### src/rtl/clock_pkg.sv
// Shared mode encodings, BCD limits and the two-digit BCD increment used by the timekeeping datapath.
package clock_pkg;

  localparam logic [1:0] MODE_RUN    = 2'b00;
  localparam logic [1:0] MODE_SET_HR = 2'b01;
  localparam logic [1:0] MODE_SET_MN = 2'b10;

  localparam logic [7:0] SEC_MAX  = 8'h59;
  localparam logic [7:0] MIN_MAX  = 8'h59;
  localparam logic [7:0] HR24_MAX = 8'h23;
  localparam logic [7:0] HR12_MAX = 8'h12;
  localparam logic [7:0] HR12_MIN = 8'h01;

  function automatic logic [7:0] bcd_inc(input logic [7:0] v);
    if (v[3:0] == 4'd9) return {v[7:4] + 4'd1, 4'd0};
    else                return {v[7:4], v[3:0] + 4'd1};
  endfunction

endpackage

### src/rtl/bcd2_counter.sv
// Two-digit BCD register: load has priority over increment; increment at max wraps to min.
module bcd2_counter
  import clock_pkg::*;
#(
  parameter logic [7:0] RST_VAL = 8'h00
) (
  input  logic       clk,
  input  logic       rst,
  input  logic       inc,
  input  logic       ld,
  input  logic [7:0] ld_val,
  input  logic [7:0] max,
  input  logic [7:0] min,
  output logic [7:0] q,
  output logic       wrap
);

  assign wrap = (q == max);

  always_ff @(posedge clk) begin
    if (rst)      q <= RST_VAL;
    else if (ld)  q <= ld_val;
    else if (inc) q <= wrap ? min : bcd_inc(q);
  end

endmodule

### src/rtl/time_keeper.sv
// BCD hh:mm:ss timekeeper with synchronised 1 Hz tick and two-button time setting.
module time_keeper
  import clock_pkg::*;
#(
  parameter bit          H24         = 1'b1,
  parameter int unsigned SYNC_STAGES = 2
) (
  input  logic       clk,
  input  logic       rst,
  input  logic       clk_1hz,
  input  logic       btn_mode,
  input  logic       btn_inc,
  output logic [3:0] hr_t,
  output logic [3:0] hr_o,
  output logic [3:0] mn_t,
  output logic [3:0] mn_o,
  output logic [3:0] sc_t,
  output logic [3:0] sc_o,
  output logic       pm,
  output logic [1:0] mode,
  output logic       sec_pulse
);

  localparam logic [7:0] HR_MAX = H24 ? HR24_MAX : HR12_MAX;
  localparam logic [7:0] HR_MIN = H24 ? 8'h00 : HR12_MIN;
  localparam logic [7:0] HR_RST = H24 ? 8'h00 : HR12_MAX;

  logic [2:0] raw;
  logic [2:0] ev;
  logic       tick, mode_ev, inc_ev;

  assign raw = {btn_inc, btn_mode, clk_1hz};

  for (genvar g = 0; g < 3; g++) begin : g_sync
    logic [SYNC_STAGES-1:0] stages;
    logic                   prev;

    always_ff @(posedge clk) begin
      if (rst) begin
        stages <= '0;
        prev   <= 1'b0;
      end else begin
        stages <= {stages[SYNC_STAGES-2:0], raw[g]};
        prev   <= stages[SYNC_STAGES-1];
      end
    end

    assign ev[g] = stages[SYNC_STAGES-1] & ~prev;
  end

  assign tick    = ev[0];
  assign mode_ev = ev[1];
  assign inc_ev  = ev[2];

  logic [1:0] mode_q;
  logic       in_run, in_set_hr, in_set_mn;

  assign in_run    = (mode_q == MODE_RUN);
  assign in_set_hr = (mode_q == MODE_SET_HR);
  assign in_set_mn = (mode_q == MODE_SET_MN);

  logic [7:0] sec_q, min_q, hr_q;
  logic       sec_wrap, min_wrap, unused_hr_wrap;
  logic       sec_inc, sec_clr, min_carry, min_inc, hr_inc;

  // mode_ev suppresses every other event in its cycle; set-mode minute wraps never reach hours.
  assign sec_inc   = in_run & tick & ~mode_ev;
  assign sec_clr   = in_run & mode_ev;
  assign min_carry = sec_inc & sec_wrap;
  assign min_inc   = min_carry | (in_set_mn & inc_ev & ~mode_ev);
  assign hr_inc    = (min_carry & min_wrap) | (in_set_hr & inc_ev & ~mode_ev);

  bcd2_counter #(.RST_VAL(8'h00)) u_sec (
    .clk    (clk),
    .rst    (rst),
    .inc    (sec_inc),
    .ld     (sec_clr),
    .ld_val (8'h00),
    .max    (SEC_MAX),
    .min    (8'h00),
    .q      (sec_q),
    .wrap   (sec_wrap)
  );

  bcd2_counter #(.RST_VAL(8'h00)) u_min (
    .clk    (clk),
    .rst    (rst),
    .inc    (min_inc),
    .ld     (1'b0),
    .ld_val (8'h00),
    .max    (MIN_MAX),
    .min    (8'h00),
    .q      (min_q),
    .wrap   (min_wrap)
  );

  bcd2_counter #(.RST_VAL(HR_RST)) u_hr (
    .clk    (clk),
    .rst    (rst),
    .inc    (hr_inc),
    .ld     (1'b0),
    .ld_val (8'h00),
    .max    (HR_MAX),
    .min    (HR_MIN),
    .q      (hr_q),
    .wrap   (unused_hr_wrap)
  );

  always_ff @(posedge clk) begin
    if (rst) begin
      mode_q <= MODE_RUN;
    end else begin
      case (mode_q)
        MODE_RUN:    if (mode_ev) mode_q <= MODE_SET_HR;
        MODE_SET_HR: if (mode_ev) mode_q <= MODE_SET_MN;
        MODE_SET_MN: if (mode_ev) mode_q <= MODE_RUN;
        default:                  mode_q <= MODE_RUN;
      endcase
    end
  end

  logic pm_q;

  always_ff @(posedge clk) begin
    if (rst) begin
      pm_q      <= 1'b0;
      sec_pulse <= 1'b0;
    end else begin
      pm_q      <= pm_q ^ (!H24 && hr_inc && (hr_q == 8'h11));
      sec_pulse <= sec_inc;
    end
  end

  assign pm   = pm_q;
  assign mode = mode_q;
  assign hr_t = hr_q[7:4];
  assign hr_o = hr_q[3:0];
  assign mn_t = min_q[7:4];
  assign mn_o = min_q[3:0];
  assign sc_t = sec_q[7:4];
  assign sc_o = sec_q[3:0];

endmodule
### config.mk
export PLATFORM = sky130hd
export DESIGN_NAME = time_keeper
export DESIGN_NICKNAME = d
export VERILOG_FILES = /design/src/rtl/clock_pkg.sv /design/src/rtl/bcd2_counter.sv /design/src/rtl/time_keeper.sv
export SDC_FILE = /design/constraint.sdc
export NUM_CORES = 1
export LEC_CHECK = 0
export CAP_MARGIN = 20
export CORE_ASPECT_RATIO = 0.8
export CORE_UTILIZATION = 54
export DETAILED_ROUTE_END_ITERATION = 16
export PLACE_DENSITY = 0.91
export SYNTH_ARGS = -nofsm -noshare
export SYNTH_HDL_FRONTEND = slang
export SYNTH_SLANG_ARGS = --single-unit
export TNS_END_PERCENT = 5
### constraint.sdc
create_clock -name clk -period 4.3 [get_ports clk]
set_input_delay 0.86 -clock clk [delete_from_list [all_inputs] [get_ports clk]]
set_output_delay 0.86 -clock clk [all_outputs]
set_load 0.05 [all_outputs]
==> impl_metrics.prom <==
# TYPE chip_impl_metric gauge
chip_impl_metric{name="max_freq",unit="MHz"} 383
chip_impl_metric{name="boundary_pins",unit=""} 33
chip_impl_metric{name="setup-violations-final",unit=""} 0
chip_impl_metric{name="post_cts.repair.setup_buffers",unit=""} 0
chip_impl_metric{name="total_vias_in_the_final_route",unit=""} 1432
chip_impl_metric{name="drcViolationCount",unit=""} 0
chip_impl_metric{name="cts.sink_count",unit=""} 36
chip_impl_metric{name="synth-seq-cells",unit=""} 36
chip_impl_metric{name="setup_total_negative_slack",unit="ns"} 0
chip_impl_metric{name="clk_pin_slew",unit="ns"} 0.07
chip_impl_metric{name="critical_path.max_fanout",unit=""} 29
chip_impl_metric{name="fraction_of_layout_cells_with_a_size_suffix_above_1",unit=""} 0.0556
chip_impl_metric{name="numCtsBuffers",unit=""} 5
chip_impl_metric{name="drt_iter0_markers",unit=""} 88
chip_impl_metric{name="grt_antenna_before_repair",unit=""} 0
chip_impl_metric{name="ctsHoldBuffers",unit=""} 0
chip_impl_metric{name="drt-wirelength-per-cell",unit="µm"} 13.8
chip_impl_metric{name="drv_slew",unit=""} 0
chip_impl_metric{name="h-tree-depth",unit=""} 2
chip_impl_info{name="startpoint_type",value="input pin"} 1
chip_impl_metric{name="timing.critical_path.arrival",unit="ns"} 2.80
chip_impl_metric{name="reg2reg_slack",unit="ns"} 1.77
chip_impl_info{name="setup_repair_after_global_routing_missed_its_margin",value="no"} 1
chip_impl_metric{name="whs_path_depth",unit=""} 1
chip_impl_metric{name="cellLeakagePower",unit="nW"} 0.719
chip_impl_metric{name="layout.nets",unit=""} 232
chip_impl_metric{name="drt-total-wl",unit="µm"} 3510
chip_impl_metric{name="antenna_violating_nets_post_route",unit=""} 0
chip_impl_metric{name="syn-mean-instance-area",unit="µm²"} 9.01
chip_impl_metric{name="globalRouteTotalUtil",unit=""} 0.237
chip_impl_metric{name="flow.area_growth_from_synthesis",unit="%"} 24.3
chip_impl_metric{name="cap_violations",unit=""} 0
chip_impl_info{name="timing_worst_setup_path_type",value="in2reg"} 1
chip_impl_info{name="min_path_type",value="reg2reg"} 1
chip_impl_metric{name="initial_core_util",unit=""} 0.588
chip_impl_metric{name="globalRouteOverflowTotal",unit=""} 0
chip_impl_metric{name="ctsResizeCount",unit=""} 0
chip_impl_metric{name="post_syn_nets",unit=""} 203
chip_impl_metric{name="fin_worst_skew",unit="ns"} 0.00492
chip_impl_metric{name="worst_slew_pin_slew",unit="ns"} 1.04
chip_impl_metric{name="finalHoldViolCount",unit=""} 0
chip_impl_metric{name="ir_drop",unit="mV"} 0.233
chip_impl_metric{name="clk-insertion-delay-late",unit="ns"} 0.28
chip_impl_info{name="clockRootBuffer",value="sky130_fd_sc_hd__clkbuf_8"} 1
chip_impl_metric{name="required",unit="ns"} 4.49
chip_impl_info{name="worstSetupEndpointType",value="flip-flop"} 1
chip_impl_metric{name="diodes",unit=""} 0
chip_impl_info{name="run_status",value="complete, no violations"} 1
chip_impl_metric{name="netlist-cell-type-count",unit=""} 37
chip_impl_metric{name="grt_pass1_wl",unit="µm"} 5900
chip_impl_metric{name="gpl.final_weighted_congestion",unit=""} 0.795
chip_impl_metric{name="power_density",unit="nW/µm²"} 300
chip_impl_metric{name="num_rows",unit=""} 17
chip_impl_metric{name="port_buffers",unit=""} 31
chip_impl_metric{name="reg2reg_depth",unit=""} 5
chip_impl_metric{name="sequential_share_of_the_synthesized_area",unit=""} 0.430
chip_impl_metric{name="grt_pass1_vias",unit=""} 1348
chip_impl_metric{name="placeableCoreArea",unit="µm²"} 2850
chip_impl_metric{name="number_of_instances_in_the_synthesized_netlist",unit=""} 186
chip_impl_metric{name="hpwl",unit="µm"} 2430
chip_impl_metric{name="layout_min_cycle_time",unit="ns"} 2.61
chip_impl_info{name="tritoncts_clock_tree",value="yes"} 1
chip_impl_metric{name="grt_start_max_net_pins",unit=""} 30
chip_impl_metric{name="cts.path.max_buffers",unit=""} 2
chip_impl_metric{name="synth_warnings",unit=""} 0
chip_impl_metric{name="slew-limit-headroom",unit=""} 0.296
chip_impl_metric{name="post_drt_via_cell_ratio",unit=""} 5.64
chip_impl_metric{name="die_height",unit="µm"} 51.8
chip_impl_metric{name="final.period_utilization",unit=""} 0.608
chip_impl_metric{name="synth.cell_area",unit="µm²"} 1680
chip_impl_metric{name="dieArea",unit="µm²"} 3330
chip_impl_metric{name="die_width",unit="µm"} 64.3
chip_impl_metric{name="firstDrtPassIters",unit=""} 4
chip_impl_metric{name="postLayoutCoreUtil",unit=""} 0.731
[registers in the layout, summed over array words and instances (netlist names)]
register	count
sec_pulse	1
g_sync.prev	3
g_sync.stages	6
u_hr.q	8
u_sec.q	8
u_min.q	8
mode	2
[worst max-delay path, cell delays in order]
cell and delay, ns:
sky130_fd_sc_hd__clkdlybuf4s50_1 0.94, sky130_fd_sc_hd__a21o_1 0.43, sky130_fd_sc_hd__or2b_1 0.29, sky130_fd_sc_hd__a211oi_1 0.27
[layer usage]
metal	share of wire	wire (µm)	track usage
met5	0	0	0
met4	0.0083	29	0.104
met3	0.034	118	0.0680
met2	0.51	1780	0.416
met1	0.45	1580	0.271
[cells in the final DEF (no fill, tap or decap), drive strengths merged, types with 3 or more instances in the layout]
cell type and instances:
nor2 9, and3b 3, a21oi 21, dfxtp 36, nand3 4, ha 12, o21ai 12, nand2 11
nor4 3, nor2b 11, or3 10, nand3b 4, inv 8, clkbuf 6, or4 9, clkdlybuf4s50 31
[kinds of logic (layout without fill, tap and decap cells)]
| logic type | Yosys count | in the layout | synth area share |
|---|---|---|---|
| simple gates | 75 | 75 | 0.278 |
| compound gates | 41 | 41 | 0.136 |
| flops | 36 | 36 | 0.430 |
| buf+inv | 17 | 47 | 0.0433 |
| fa+ha+maj | 12 | 12 | 0.0895 |
| xor+xnor | 4 | 4 | 0.0209 |
| other cells | 1 | 1 | 0.00224 |
[per-stage QoR]
stage                     hold slack, ns  cells  setup WS [ns]  area, µm²  total power, mW
after floorplan                    0.414    186           2.02       1680            0.375
after global placement             0.419    246           1.57       1990            0.383
after detailed placement           0.443    246           1.44       1990            0.385
after CTS                          0.455    254           1.69       2080            0.627
after global routing               0.457    254           1.57       2080            0.645
final                              0.451    254           1.69       2080            0.624
[cell usage after synthesis (all sizes together)]
cell type | count | area (µm²)
or4 | 9 | 67.6
a31o | 1 | 8.76
or2 | 1 | 6.26
dfxtp | 36 | 721
buf | 4 | 23.8
o31ai | 2 | 15.0
nor2 | 9 | 33.8
a32oi | 1 | 8.76
or3 | 10 | 62.6
conb | 1 | 3.75
a21o | 1 | 7.51
and4bb | 1 | 12.5
ha | 12 | 150
nor3 | 2 | 10.0
nor2b | 11 | 68.8
a41oi | 1 | 8.76
or3b | 1 | 11.3
a21oi | 21 | 105
nand4 | 2 | 12.5
o21ai | 12 | 60.1
a31oi | 1 | 6.26
nand3b | 4 | 30.0
inv | 8 | 30.0
or2b | 1 | 7.51
and3b | 3 | 26.3
clkbuf | 5 | 18.8
a211oi | 1 | 7.51
nand3 | 4 | 20.0
xor2 | 2 | 17.5
or4b | 1 | 10.0
and2 | 2 | 12.5
xnor2 | 2 | 17.5
nand2 | 11 | 41.3
nor4 | 3 | 33.8
[worst paths after layout]
kind,start,end
hold reg to reg,g_sync[2].stages[0],g_sync[2].stages[1]
hold / removal,g_sync[2].stages[0],g_sync[2].stages[1]
setup reg to reg,g_sync[1].stages[1],u_hr.q[4]
setup / recovery,rst,u_sec.q[1]
[power by group]
| part | internal, mW | leakage (nW) | switching (mW) |
|---|---|---|---|
| clock network | 0.128 | 0.0510 | 0.119 |
| logic | 0.0129 | 0.376 | 0.0215 |
| registers | 0.339 | 0.292 | 0.00468 |
| total | 0.479 | 0.719 | 0.145 |
[cell type report]
cell class	count	area [µm²]
well taps	38	47.5
clock inverters	2	10.0
flip-flops and latches	36	721
repair buffers	31	310
inverters	8	30.0
multi-input cells	133	883
fillers	212	766
clock buffers	6	82.6
(Power assumes the default switching activity.)
